<file path="src/rtl/plab1_imul_intmuliterative.sv">
// rtl/plab1_imul_intmuliterative.sv - iterative shift-add 32-bit multiplier on val/rdy streams (option: PLAB1_IMUL_MUL_EARLY_EXIT_EN)

`ifndef PLAB1_IMUL_MULDIV_REQ_MSG_NBITS
`define PLAB1_IMUL_MULDIV_REQ_MSG_NBITS 67
`endif
`ifndef PLAB1_IMUL_MULDIV_REQ_MSG_FUNC_NBITS
`define PLAB1_IMUL_MULDIV_REQ_MSG_FUNC_NBITS 3
`endif
`ifndef PLAB1_IMUL_MULDIV_REQ_MSG_A_NBITS
`define PLAB1_IMUL_MULDIV_REQ_MSG_A_NBITS 32
`endif
`ifndef PLAB1_IMUL_MULDIV_REQ_MSG_B_NBITS
`define PLAB1_IMUL_MULDIV_REQ_MSG_B_NBITS 32
`endif
`ifndef PLAB1_IMUL_MULDIV_REQ_MSG_FUNC_MUL
`define PLAB1_IMUL_MULDIV_REQ_MSG_FUNC_MUL 3'd0
`endif

module plab1_imul_intmuliterative (
  input  logic                                         clk,
  input  logic                                         reset,
  input  logic                                         req_val,
  output logic                                         req_rdy,
  input  logic [`PLAB1_IMUL_MULDIV_REQ_MSG_NBITS-1:0]  req_msg,
  output logic                                         resp_val,
  input  logic                                         resp_rdy,
  output logic [`PLAB1_IMUL_MULDIV_REQ_MSG_A_NBITS-1:0] resp_msg
);

  localparam int AW = `PLAB1_IMUL_MULDIV_REQ_MSG_A_NBITS;
  localparam int BW = `PLAB1_IMUL_MULDIV_REQ_MSG_B_NBITS;
  localparam int FW = `PLAB1_IMUL_MULDIV_REQ_MSG_FUNC_NBITS;

  localparam logic [1:0] IDLE = 2'd0;
  localparam logic [1:0] CALC = 2'd1;
  localparam logic [1:0] DONE = 2'd2;

  logic [1:0]    state;
  logic [AW-1:0] a_reg;
  logic [BW-1:0] b_reg;
  logic [AW-1:0] result_reg;
  logic [4:0]    counter;
  logic          func_is_mul;

  logic [FW-1:0] req_func;
  logic [AW-1:0] req_a;
  logic [BW-1:0] req_b;

  assign req_func = req_msg[AW+BW+FW-1:AW+BW];
  assign req_a    = req_msg[AW+BW-1:BW];
  assign req_b    = req_msg[BW-1:0];

  // Handshake outputs depend only on state, so there is no combinational
  // path from req_val or resp_rdy.
  assign req_rdy  = (state == IDLE);
  assign resp_val = (state == DONE);
  assign resp_msg = result_reg;

  // Control FSM and shift-add datapath; one partial-product step per CALC cycle.
  always_ff @(posedge clk) begin
    if (reset) begin
      state       <= IDLE;
      a_reg       <= '0;
      b_reg       <= '0;
      result_reg  <= '0;
      counter     <= '0;
      func_is_mul <= 1'b0;
    end else begin
      case (state)
        IDLE: begin
          if (req_val) begin
            a_reg       <= req_a;
            b_reg       <= req_b;
            result_reg  <= '0;
            counter     <= '0;
            func_is_mul <= (req_func == `PLAB1_IMUL_MULDIV_REQ_MSG_FUNC_MUL);
            state       <= CALC;
          end
        end
        CALC: begin
          if (!func_is_mul) begin
            // Only multiply is implemented here; other functions answer zero.
            state <= DONE;
          end
`ifdef PLAB1_IMUL_MUL_EARLY_EXIT_EN
          else if (b_reg == '0) begin
            // No set bits remain in b, so further steps cannot change the result.
            state <= DONE;
          end
`endif
          else begin
            if (b_reg[0]) begin
              result_reg <= result_reg + a_reg;
            end
            a_reg   <= a_reg << 1;
            b_reg   <= b_reg >> 1;
            counter <= counter + 5'd1;
            if (counter == 5'd31) begin
              state <= DONE;
            end
          end
        end
        DONE: begin
          if (resp_rdy) begin
            state <= IDLE;
          end
        end
        default: begin
          state <= IDLE;
        end
      endcase
    end
  end

endmodule
</file>
<file path="config.mk">
export PLATFORM = sky130hd
export DESIGN_NAME = plab1_imul_intmuliterative
export DESIGN_NICKNAME = d
export VERILOG_FILES = /design/src/rtl/plab1_imul_intmuliterative.sv
export SDC_FILE = /design/constraint.sdc
export NUM_CORES = 1
export LEC_CHECK = 0
export CORE_MARGIN = 2
export CORE_UTILIZATION = 58
export DETAILED_ROUTE_END_ITERATION = 16
export GPL_ROUTABILITY_DRIVEN = 0
export PLACE_DENSITY = 0.87
export SLEW_MARGIN = 25
export SYNTH_ARGS = -nofsm -noshare
export SYNTH_HDL_FRONTEND = slang
export SYNTH_SLANG_ARGS = --single-unit
</file>
<file path="constraint.sdc">
create_clock -name clk -period 6.3 [get_ports clk]
set_input_delay 0.945 -clock clk [delete_from_list [all_inputs] [get_ports clk]]
set_output_delay 0.945 -clock clk [all_outputs]
set_load 0.02 [all_outputs]
</file>
== Word level (Yosys, flattened, before mapping) ==
Cells that the tools add are included.
Storage, ports and cells
  register bits after elaboration: 104
  bits of input ports: 71
  output and inout bits: 34
  word-level logic and storage cells: 41
Cells by class
  add/sub/neg operators: 2
  eq/ne operators: 8
  multiplexer cells: 18
  reductions and logical operators: 7
Operators by type and width (count)
  32-bit 2-to-1 mux: 7
  32-bit one-hot mux with 2 select lines: 3
  32-bit adder: 1
  5-bit 2-to-1 mux: 2
  5-bit one-hot mux with 2 select lines: 1
  2-bit 2-to-1 mux: 4
  2-bit != test (second input constant): 3
  2-bit one-hot mux with 3 select lines: 1
  3-bit AND reduction: 2
  5-bit by 1-bit adder with 5-bit output (second input constant): 1
  5-bit == test (second input constant): 1
  4-bit AND reduction: 1
  3-bit logical NOT: 1
  3-bit != test (second input constant): 1
  2-bit by 1-bit == test with 1-bit output (second input constant): 1
  2-bit == test (second input constant): 1
  2-bit logical NOT: 1
  2-bit by 1-bit != test with 1-bit output (second input constant): 1
  2-bit AND reduction: 1
  2-bit nonzero test: 1

== Depth between registers and ports, before layout ==
Gate-level depths: netlist (run 1).
  depth in word-level cells: 4
  mapped depth: 11
  gate-level depth less buffers: 11

== Least setup slack after synthesis (run 1) ==
Ideal clock, no wire load.
  path type: reg-to-reg
  start point: register result_reg[13], in the netlist resp_msg[13]
  end point: register result_reg[31], in the netlist resp_msg[31]
  library setup time: 120 ps
  arrival time: 2302 ps
  data required time: 6180 ps
  slack: 3879 ps
  cell stages (with the launch flop): 11
  path buffers: 1
  period minus slack after synthesis: 2421 ps
  cells stage by stage: dfxtp_1 ha_1 buf_4 nand2_1 a2111oi_2 a211oi_1 a2111o_1 a21oi_2 mux2i_1 a211o_1 nand3_1
Between the ends
  longest elaborated chain between the ends: 4
RTL lines
  start, declared: RTL line 41  | logic [AW-1:0] result_reg;
  start signal, assigned: RTL line 93  | result_reg <= result_reg + a_reg;
  32-bit adder: RTL line 93
  32-bit 2-to-1 mux: RTL line 92  | if (b_reg[0]) begin
  32-bit 2-to-1 mux: RTL line 81  | if (!func_is_mul) begin
  32-bit one-hot mux with 2 select lines: RTL line 69  | case (state)
Every way passes these cells. The select of a mux whose other input is x is not followed.
A chain may end at the register's enable or synchronous reset.

== Worst setup path in the final report (run 1) ==
  start point: input req_val
  end point: register result_reg[29], in the netlist resp_msg[29]
Between the ends
  longest elaborated chain between the ends: 2
RTL lines
  start, declared: RTL line 22  | input logic req_val,
  2-bit != test (no source line)
  4-bit AND reduction (no source line)
Every way passes these cells.

==> results of run 1 <==
[worst max-delay path: cells and delay by family]
family | cells | cell delay (ns)
AO/OA/AOI/OAI | 1 | 0.42
buffers and inverters | 1 | 0.53
AND/OR/NAND/NOR | 4 | 1.51
[report_power, final]
group / switching [W] / internal [W] / total, W / leakage (nW)
sequential: 0.0000339 / 0.000701 / 0.000735 / 0.853
clock: 0.000257 / 0.000196 / 0.000452 / 0.110
combinational: 0.000160 / 0.000124 / 0.000284 / 1.84
[cell type report]
class / instances / area (um2) / share of cell area
multi-input cells: 606 / 3581 / 0.5003
flip-flops and latches: 104 / 2082 / 0.2909
repair buffers: 110 / 1081 / 0.1510
well taps: 133 / 166.4 / 0.02325
clock buffers: 9 / 123.9 / 0.01730
clock inverters: 7 / 97.59 / 0.01363
inverters: 7 / 26.28 / 0.003671
[worst paths after layout]
check,end,slack [ns],cells past startpoint
worst max-delay path,resp_msg[29]$_SDFFE_PP0P_,3.20,6
worst min-delay path,b_reg[21]$_SDFFE_PP0P_,0.48,2
worst max register to register,resp_msg[29]$_SDFFE_PP0P_,3.50,9
worst min register to register,b_reg[21]$_SDFFE_PP0P_,0.48,2
[logic make-up after synthesis]
logic type | count (synthesis) | synth area share
buffers and inverters | 64 | 0.04853
flip-flops | 104 | 0.3511
adder cells (fa/ha/maj) | 34 | 0.07301
AND/OR/NAND/NOR | 337 | 0.2416
AO/OA/AOI/OAI | 207 | 0.2437
XOR/XNOR | 25 | 0.03693
multiplexers | 3 | 0.005065
[layout by cell type (no fill, tap or decap), types with 7 or more instances in the layout]
cell,netlist,layout
nand2_1,173,173
dfxtp_1,104,104
clkdlybuf4s50_1,0,103
nor2_1,100,100
a311oi_1,64,64
a21oi_1,47,46
o21ai_0,35,35
ha_1,33,33
a21o_1,15,15
xor2_1,13,13
nand3_1,12,12
a22oi_1,12,12
xnor2_1,12,12
nand4_1,9,9
clkbuf_8,1,9
nor3_1,8,8
inv_1,7,7
a211oi_1,7,7
[metrics by stage]
stage | utilization | cell area [um2]
CTS | 0.7256 | 7158
detailed placement | 0.7032 | 6937
global route | 0.7256 | 7158
floorplan | - | 5929
global placement | 0.7032 | 6937
finish | 0.7256 | 7158
[metal layers]
metal | wire (um) | vias up
li1 | - | 2881
met5 | 0 | -
met1 | 6283 | 2705
met3 | 805 | 34
met2 | 7325 | 202
met4 | 311 | 0
==> metrics, run 1 <==
WP data required=6.61 ns; max incr delay on CP=~0.70 ns; IO Count=105; Leakage=2.802 nW; Core ar.=9864 um2; layer with the highest usage=met2; DR pass1 iterations=7; fmax=322.2 MHz; Post-Syn Area=5929 um2; status=complete, no violations; cell count after synthesis=774; post-CTS resize count=0; post-synth top area share=0.3511; Final #Nets=943; top cells by count, synth=nand2_1, dfxtp_1, nor2_1; first-pass GRT wire length=around 25000 um; setup violators final=0; relative slew slack=0.3742; Synth async-reset ratio=0; PortBufs=104; # Post-CTS Setup Buffers=0; Clock Skews=between 0.01 and 0.015 ns; Global Route met1 Usage=0.3350; VDD IR max=0.0001390 V; sequential element share of the synthesized area=0.3511; Diodes inserted=0; crit path from=req_val; CTS tree=built; top cells by area, synth=dfxtp_1, nand2_1, a311oi_1, ha_1, nor2_1; Post-Place Worst Slack=2.877 ns; syn_nets=879; CTS clk-pin slew, worst paths=0.12 ns; Fillers=743; GRT met3 Usage=0.04367; hold_sp=b_reg[22]$_SDFFE_PP0P_; Worst Path Arrival=3.41 ns; crit end category=register; Post-CTS Hold Buffers=0; share of cells above drive strength 1=0.04152; CTS sink cnt=around 100; clk root buf=clkbuf_8; die width=105.1 um; placed wire-length estimate=10650 um; Routed WL per cell=15.09 um; most common flop cell mapped by yosys=dfxtp_1; CTS buffer count=9; Slew Viols, Final=0; DRC Markers=0; Starting Density=0.6011; worst skew pair latency=0.37 ns; Startpoint Class=input port; DR vias=5822; EDFF count, synth=0; met2 Track Usage GR=0.4726; count leader, synth=nand2_1; RSZ-0062 raised after global routing=no; placed insts=960; pwr dens=between 200 and 250 nW/um2; Yosys top cell by area=dfxtp_1; initial antenna violation count=0; minimum clock period=3.104 ns; post-route ant nets=0; die area=11050 um2; overall routing resource usage=0.2707; FF+latch count, synth=between 100 and 150; Pwr Total=0.001471 W; Hold Violations, Final=0; Crit Path Category=in -> reg; first-iteration detailed-routing DRC count=approximately 240; crit share post-route=0.4926; crit path max fanout=20; Die Height=105.1 um; worst-path cell chain=clkdlybuf4s50_1, nand2b_1, a21o_1, or3_2, or4_1, nand3_1; Syn-to-layout area delta=20.72%; worst r2r src=a_reg[1]$_SDFFE_PP0P_; HP Class=reg -> reg; Std-Cell Rows=36; Max Root-Sink Buffers=2; count of different cell masters after synthesis=57; largest net degree at the start of global routing=90; Worst Slack Setup Final=3.196 ns; final wirelength=14730 um; Worst-Margin Slew=around 0.94 ns; H-tree depth=3; total of max-cap violations=0; vias in the first global route=5549; hold_ws=0.4821 ns; non-filler cells, final=slightly below 1000; Synth Warn #=0; Post-Syn Area per Cell=7.661 um2; total negative slack=0 ns; Slowest cell on crit path=or3_2; vias per cell=roughly 6.0; total grt overflow=0
No activity file was read; power rests on OpenSTA's default activity.
==> inputs of run 2 (changes only) <==
CORE_UTILIZATION = 53   (was 58)
PLACE_DENSITY = 0.8   (was 0.87)
clock period = 2.9 ns   (was 6.3 ns; I/O delays follow)
==> run 2 against run 1 <==
Sequential share of layout area fell by 0.21 points. Core utilization fell by 6.4 points. Worst setup slack got worse by 3.0 ns. Sequential power rose by 120%. Clock skew fell by 0.0014 ns. Die area rose by 9.1%. Final cell count rose by 1.2%. Register-to-register slack got worse by 3.3 ns. Global-route usage fell by 0.87 points. Total power rose by 120%. Critical endpoint unchanged. Via count rose by 1.1%. Worst hold slack got worse by 0.032 ns.
==> metrics, run 2 (same netlist as run 1, synthesis figures left out) <==
DR vias=5886; minimum clock period=2.655 ns; PortBufs=104; total of max-cap violations=0; hold path endpoint=a_reg[31]$_SDFFE_PP0P_; relative slew slack=0.4883; Std-Cell Rows=38; crit path max fanout=7; Syn-to-layout area delta=21.59%; CTS buffer count=9; first-iteration detailed-routing DRC count=slightly below 300; CTS sink cnt=between 100 and 150; Reg2Reg Setup Slack=0.24 ns; total grt overflow=0; IO Count=105; DRC Markers=0; VDD IR max=0.0002577 V; Slew Viols, Final=0; worst-path cell chain=ha_1, nand2_4, nor4_2, nand4_1, nand2_1, a21oi_1, o31a_1, or4_1, nand3_1; post-CTS resize count=0; pwr dens=441.0 nW/um2; final wirelength=around 15000 um; Worst Path Arrival=3.00 ns; overall routing resource usage=0.2620; total negative slack=0 ns; Final #Nets=949; Cells on Worst Hold Path=2; Diodes inserted=0; setup violators final=0; RSZ-0062 raised after global routing=no; share of cells above drive strength 1=0.04599; Pwr Total=0.003179 W; die area=12050 um2; hold_sp=reset; status=complete, no violations; Crit Path Category=reg -> reg; Startpoint Class=register; Core ar.=10890 um2; fmax=376.6 MHz; largest net degree at the start of global routing=91; Worst-Margin Slew=about 0.77 ns; worst r2r src=resp_msg[11]$_SDFFE_PP0P_; max incr delay on CP=about 0.45 ns; Hold Violations, Final=0; initial antenna violation count=0; Max Root-Sink Buffers=2; crit path from=resp_msg[11]$_SDFFE_PP0P_; commonest non-fill, non-tap cells in the layout=nand2_1, dfxtp_1, clkdlybuf4s50_1; r2r endpoint=resp_msg[29]$_SDFFE_PP0P_; vias per cell=5.957; DR pass1 iterations=5; WP data required=3.24 ns; crit end category=register; crit share post-route=0.9156; Slowest cell on crit path=ha_1; Routed WL per cell=15.47 um; first-pass GRT wire length=approximately 25000 um; post-route ant nets=0; commonest non-fill, non-tap cell in the layout=nand2_1; CTS clk-pin slew, worst paths=0.10 ns; Clock Skews=between 0.01 and 0.015 ns; placed wire-length estimate=11110 um; largest delay contributor family on the critical path=simple AND/OR/NAND/NOR gates; die width=109.8 um; Buf/Inv on CP=0; Leakage=~2.8 nW; Die Height=109.8 um; H-tree depth=3; R2R cell count=9; # Post-CTS Setup Buffers=0; vias in the first global route=5436; Post-CTS Hold Buffers=0; CTS tree=built; Starting Density=0.5446; clk root buf=clkbuf_8; worst skew pair latency=0.40 ns; HP Class=in -> reg
==> run 2: metrics by stage <==
stage / hold WS (ns) / util / setup WS, ns / cells / instance area (um2)
2_1_floorplan: 0.4552 / - / 0.4788 / 774 / 5929
3_3_place_gp: 0.4566 / 0.6443 / 0.3562 / 973 / 7015
3_5_place_dp: 0.4703 / 0.6443 / 0.3018 / 973 / 7015
4_1_cts: 0.4362 / 0.6621 / 0.2520 / 988 / 7209
5_1_grt: 0.4566 / 0.6621 / 0.01229 / 988 / 7209
6_report: 0.4502 / 0.6621 / 0.2448 / 988 / 7209
==> run 2: area by class of cell <==
cell class	count	area (um2)
flip-flops and latches	104	2082
well taps	140	175.2
clock buffers	11	141.4
clock inverters	4	52.55
repair buffers	116	1151
fillers	929	3679
inverters	7	26.28
multi-input cells	606	3581
==> run 2: worst max-delay path by stage <==
| stage | cells after the start | end | slack [ns] |
|---|---|---|---|
| after global routing | 11 | resp_msg[28]$_SDFFE_PP0P_ | 0.01 |
| final | 9 | resp_msg[29]$_SDFFE_PP0P_ | 0.24 |
| after floorplan | 10 | resp_msg[31]$_SDFFE_PP0P_ | 0.48 |
| after detailed placement | 9 | resp_msg[29]$_SDFFE_PP0P_ | 0.30 |
| after global placement | 11 | resp_msg[20]$_SDFFE_PP0P_ | 0.36 |
| after CTS | 9 | resp_msg[29]$_SDFFE_PP0P_ | 0.25 |
==> run 2: routing by layer <==
| layer | up-vias | GRT usage | share of wire |
|---|---|---|---|
| met2 | 205 | 0.4268 | 0.47 |
| met3 | 34 | 0.04327 | 0.060 |
| met4 | 0 | 0.1212 | 0.028 |
| li1 | 2902 | - | - |
| met5 | - | 0 | 0 |
| met1 | 2745 | 0.3387 | 0.45 |
==> run 2: report_power, final <==
group	leakage, nW	switching (W)	internal [W]
Sequential	0.853	0.0000743	0.00152
Clock	0.100	0.000520	0.000424
Combinational	1.88	0.000356	0.000282
==> run 2: worst register-to-register path: stages, from the launching register on <==
cell and delay, ns:
dfxtp_1 0.35, ha_1 0.45, nand2_4 0.12, nor4_2 0.34, nand4_1 0.21, nand2_1 0.16
a21oi_1 0.14, o31a_1 0.34, or4_1 0.41, nand3_1 0.09
==> inputs of run 3 (changes only) <==
CORE_MARGIN = not set   (was 2)
==> run 3 against run 2 <==
Via count down 1.2%. Fmax down 2.2%. Clock skew about the same. Worst hold slack better by 0.022 ns. Non-clock buffer count down 1.
==> metrics, run 3 (same netlist as run 1, synthesis figures left out) <==
minimum clock period=2.714 ns; relative slew slack=0.5252; P_sw=approximately 0.00095 W; DR vias=5813; CTS tree=built; crit share post-route=0.9360; crit end category=register; initial antenna violation count=0; CTS clk-pin slew, worst paths=0.11 ns; largest net degree at the start of global routing=87; Hold Violations, Final=0; vias per cell=5.884; final wirelength=15040 um; RSZ-0062 raised after global routing=no; Crit Path Category=reg -> reg; Diodes inserted=0; Syn-to-layout area delta=21.25%; R2R cell count=9; IO Count=~110; Reg2Reg Setup Slack=0.19 ns; VDD IR max=0.0003484 V; Final #Nets=approximately 950; fmax=about 370 MHz; Max Root-Sink Buffers=2; overall routing resource usage=0.2708; Post-CTS Hold Buffers=0; Core Util, Final=0.6603; Clock Skews=0.01315 ns; CTS sink cnt=104; Worst-Margin Slew=between 0.7 and 0.8 ns; PortBufs=104; total of max-cap violations=0; HP Class=reg -> reg; DRC Markers=0; worst r2r src=resp_msg[13]$_SDFFE_PP0P_; switching share of power=0.3072; crit path from=resp_msg[13]$_SDFFE_PP0P_; Starting Density=0.5446; total negative slack=0 ns; Slew Viols, Final=0; Worst Setup EP=resp_msg[29]$_SDFFE_PP0P_; WP data required=between 3 and 4 ns; Routed WL per cell=~15 um; Comb power frac=0.205; CTS buffer count=9; Seq pwr share=0.514; setup violators final=0; placed wire-length estimate=approximately 11000 um; Worst Path Arrival=3.05 ns; status=complete, no violations; first-pass GRT wire length=25090 um; pwr dens=431.2 nW/um2; total grt overflow=0; die area=11610 um2; commonest non-fill, non-tap cell in the layout=nand2_1; clk root buf=clkbuf_8; Startpoint Class=register; share of cells above drive strength 1=0.04599; post-route ant nets=0; # Post-CTS Setup Buffers=0; vias in the first global route=5404; crit path max fanout=7; Std-Cell Rows=38; DR pass1 iterations=7; Die Height=107.8 um; worst skew pair latency=approximately 0.39 ns; die width=107.8 um; H-tree depth=3; clock power share=0.281; commonest non-fill, non-tap cells in the layout=nand2_1, dfxtp_1, clkdlybuf4s50_1; Core ar.=approximately 11000 um2; Int Pwr=0.002148 W; r2r endpoint=resp_msg[29]$_SDFFE_PP0P_; Leakage=2.810 nW; first-iteration detailed-routing DRC count=310
[run 3: final cells by class]
type | instances | area, um2
Tap cell | 140 | 175.2
Timing Repair Buffer | 115 | 1144
Clock buffer | 11 | 141.4
Inverter | 7 | 26.28
Sequential cell | 104 | 2082
Fill cell | 935 | 3699
Multi-Input combinational cell | 606 | 3581
Clock inverter | 5 | 40.04
[run 3: power by group through the flow]
stage	registers (W)	logic (W)	clock network (W)
global placement	0.00162	0.000615	0
floorplan	0.00161	0.000427	0
detailed placement	0.00163	0.000633	0
finish	0.00159	0.000636	0.000870
CTS	0.00159	0.000634	0.000890
global route	0.00161	0.000703	0.000943
[run 3: how the worst min path moves through the flow]
stage                             start                  endpoint  cells after the start
4_1_cts          b_reg[31]$_SDFFE_PP0P_    b_reg[30]$_SDFFE_PP0P_                      2
3_3_place_gp   resp_msg[0]$_SDFFE_PP0P_  resp_msg[0]$_SDFFE_PP0P_                      2
2_1_floorplan     b_reg[1]$_SDFFE_PP0P_     b_reg[0]$_SDFFE_PP0P_                      2
3_5_place_dp     b_reg[14]$_SDFFE_PP0P_    b_reg[13]$_SDFFE_PP0P_                      2
6_report         b_reg[31]$_SDFFE_PP0P_    b_reg[30]$_SDFFE_PP0P_                      2
5_1_grt          b_reg[29]$_SDFFE_PP0P_    b_reg[28]$_SDFFE_PP0P_                      2
[run 3: routing by layer]
| metal | share of wire | GRT usage |
|---|---|---|
| met4 | 0.012 | 0.06849 |
| met3 | 0.061 | 0.06235 |
| met1 | 0.45 | 0.3438 |
| met2 | 0.48 | 0.4602 |
| met5 | 0 | 0 |
[run 3: stage by stage]
stage	hold WS (ns)	instance area (um2)	power, W	setup slack [ns]	cells
4_1_cts	0.4841	7189	0.003119	0.2301	988
3_5_place_dp	0.4702	7008	0.002260	0.2534	972
6_report	0.4721	7189	0.003100	0.1856	988
2_1_floorplan	0.4552	5929	0.002038	0.4788	774
5_1_grt	0.4984	7189	0.003254	0.02664	988
3_3_place_gp	0.4560	7008	0.002238	0.3529	972
[run 3: worst max-delay path, cell delays in order, from the launching register on]
cell       delay (ns)
dfxtp_1          0.34
ha_1             0.44
nand2_1          0.19
a2111oi_2        0.42
a211oi_1         0.13
nand2_1          0.13
a21oi_1          0.15
o31a_1           0.35
or4_1            0.41
nand3_1          0.11
[run 3: what timing repair did]
action | in CTS | in global routing
endpoints found under the hold margin | 0 | 0
endpoints found under the setup margin | 0 | 1
resized for setup | 0 | 1
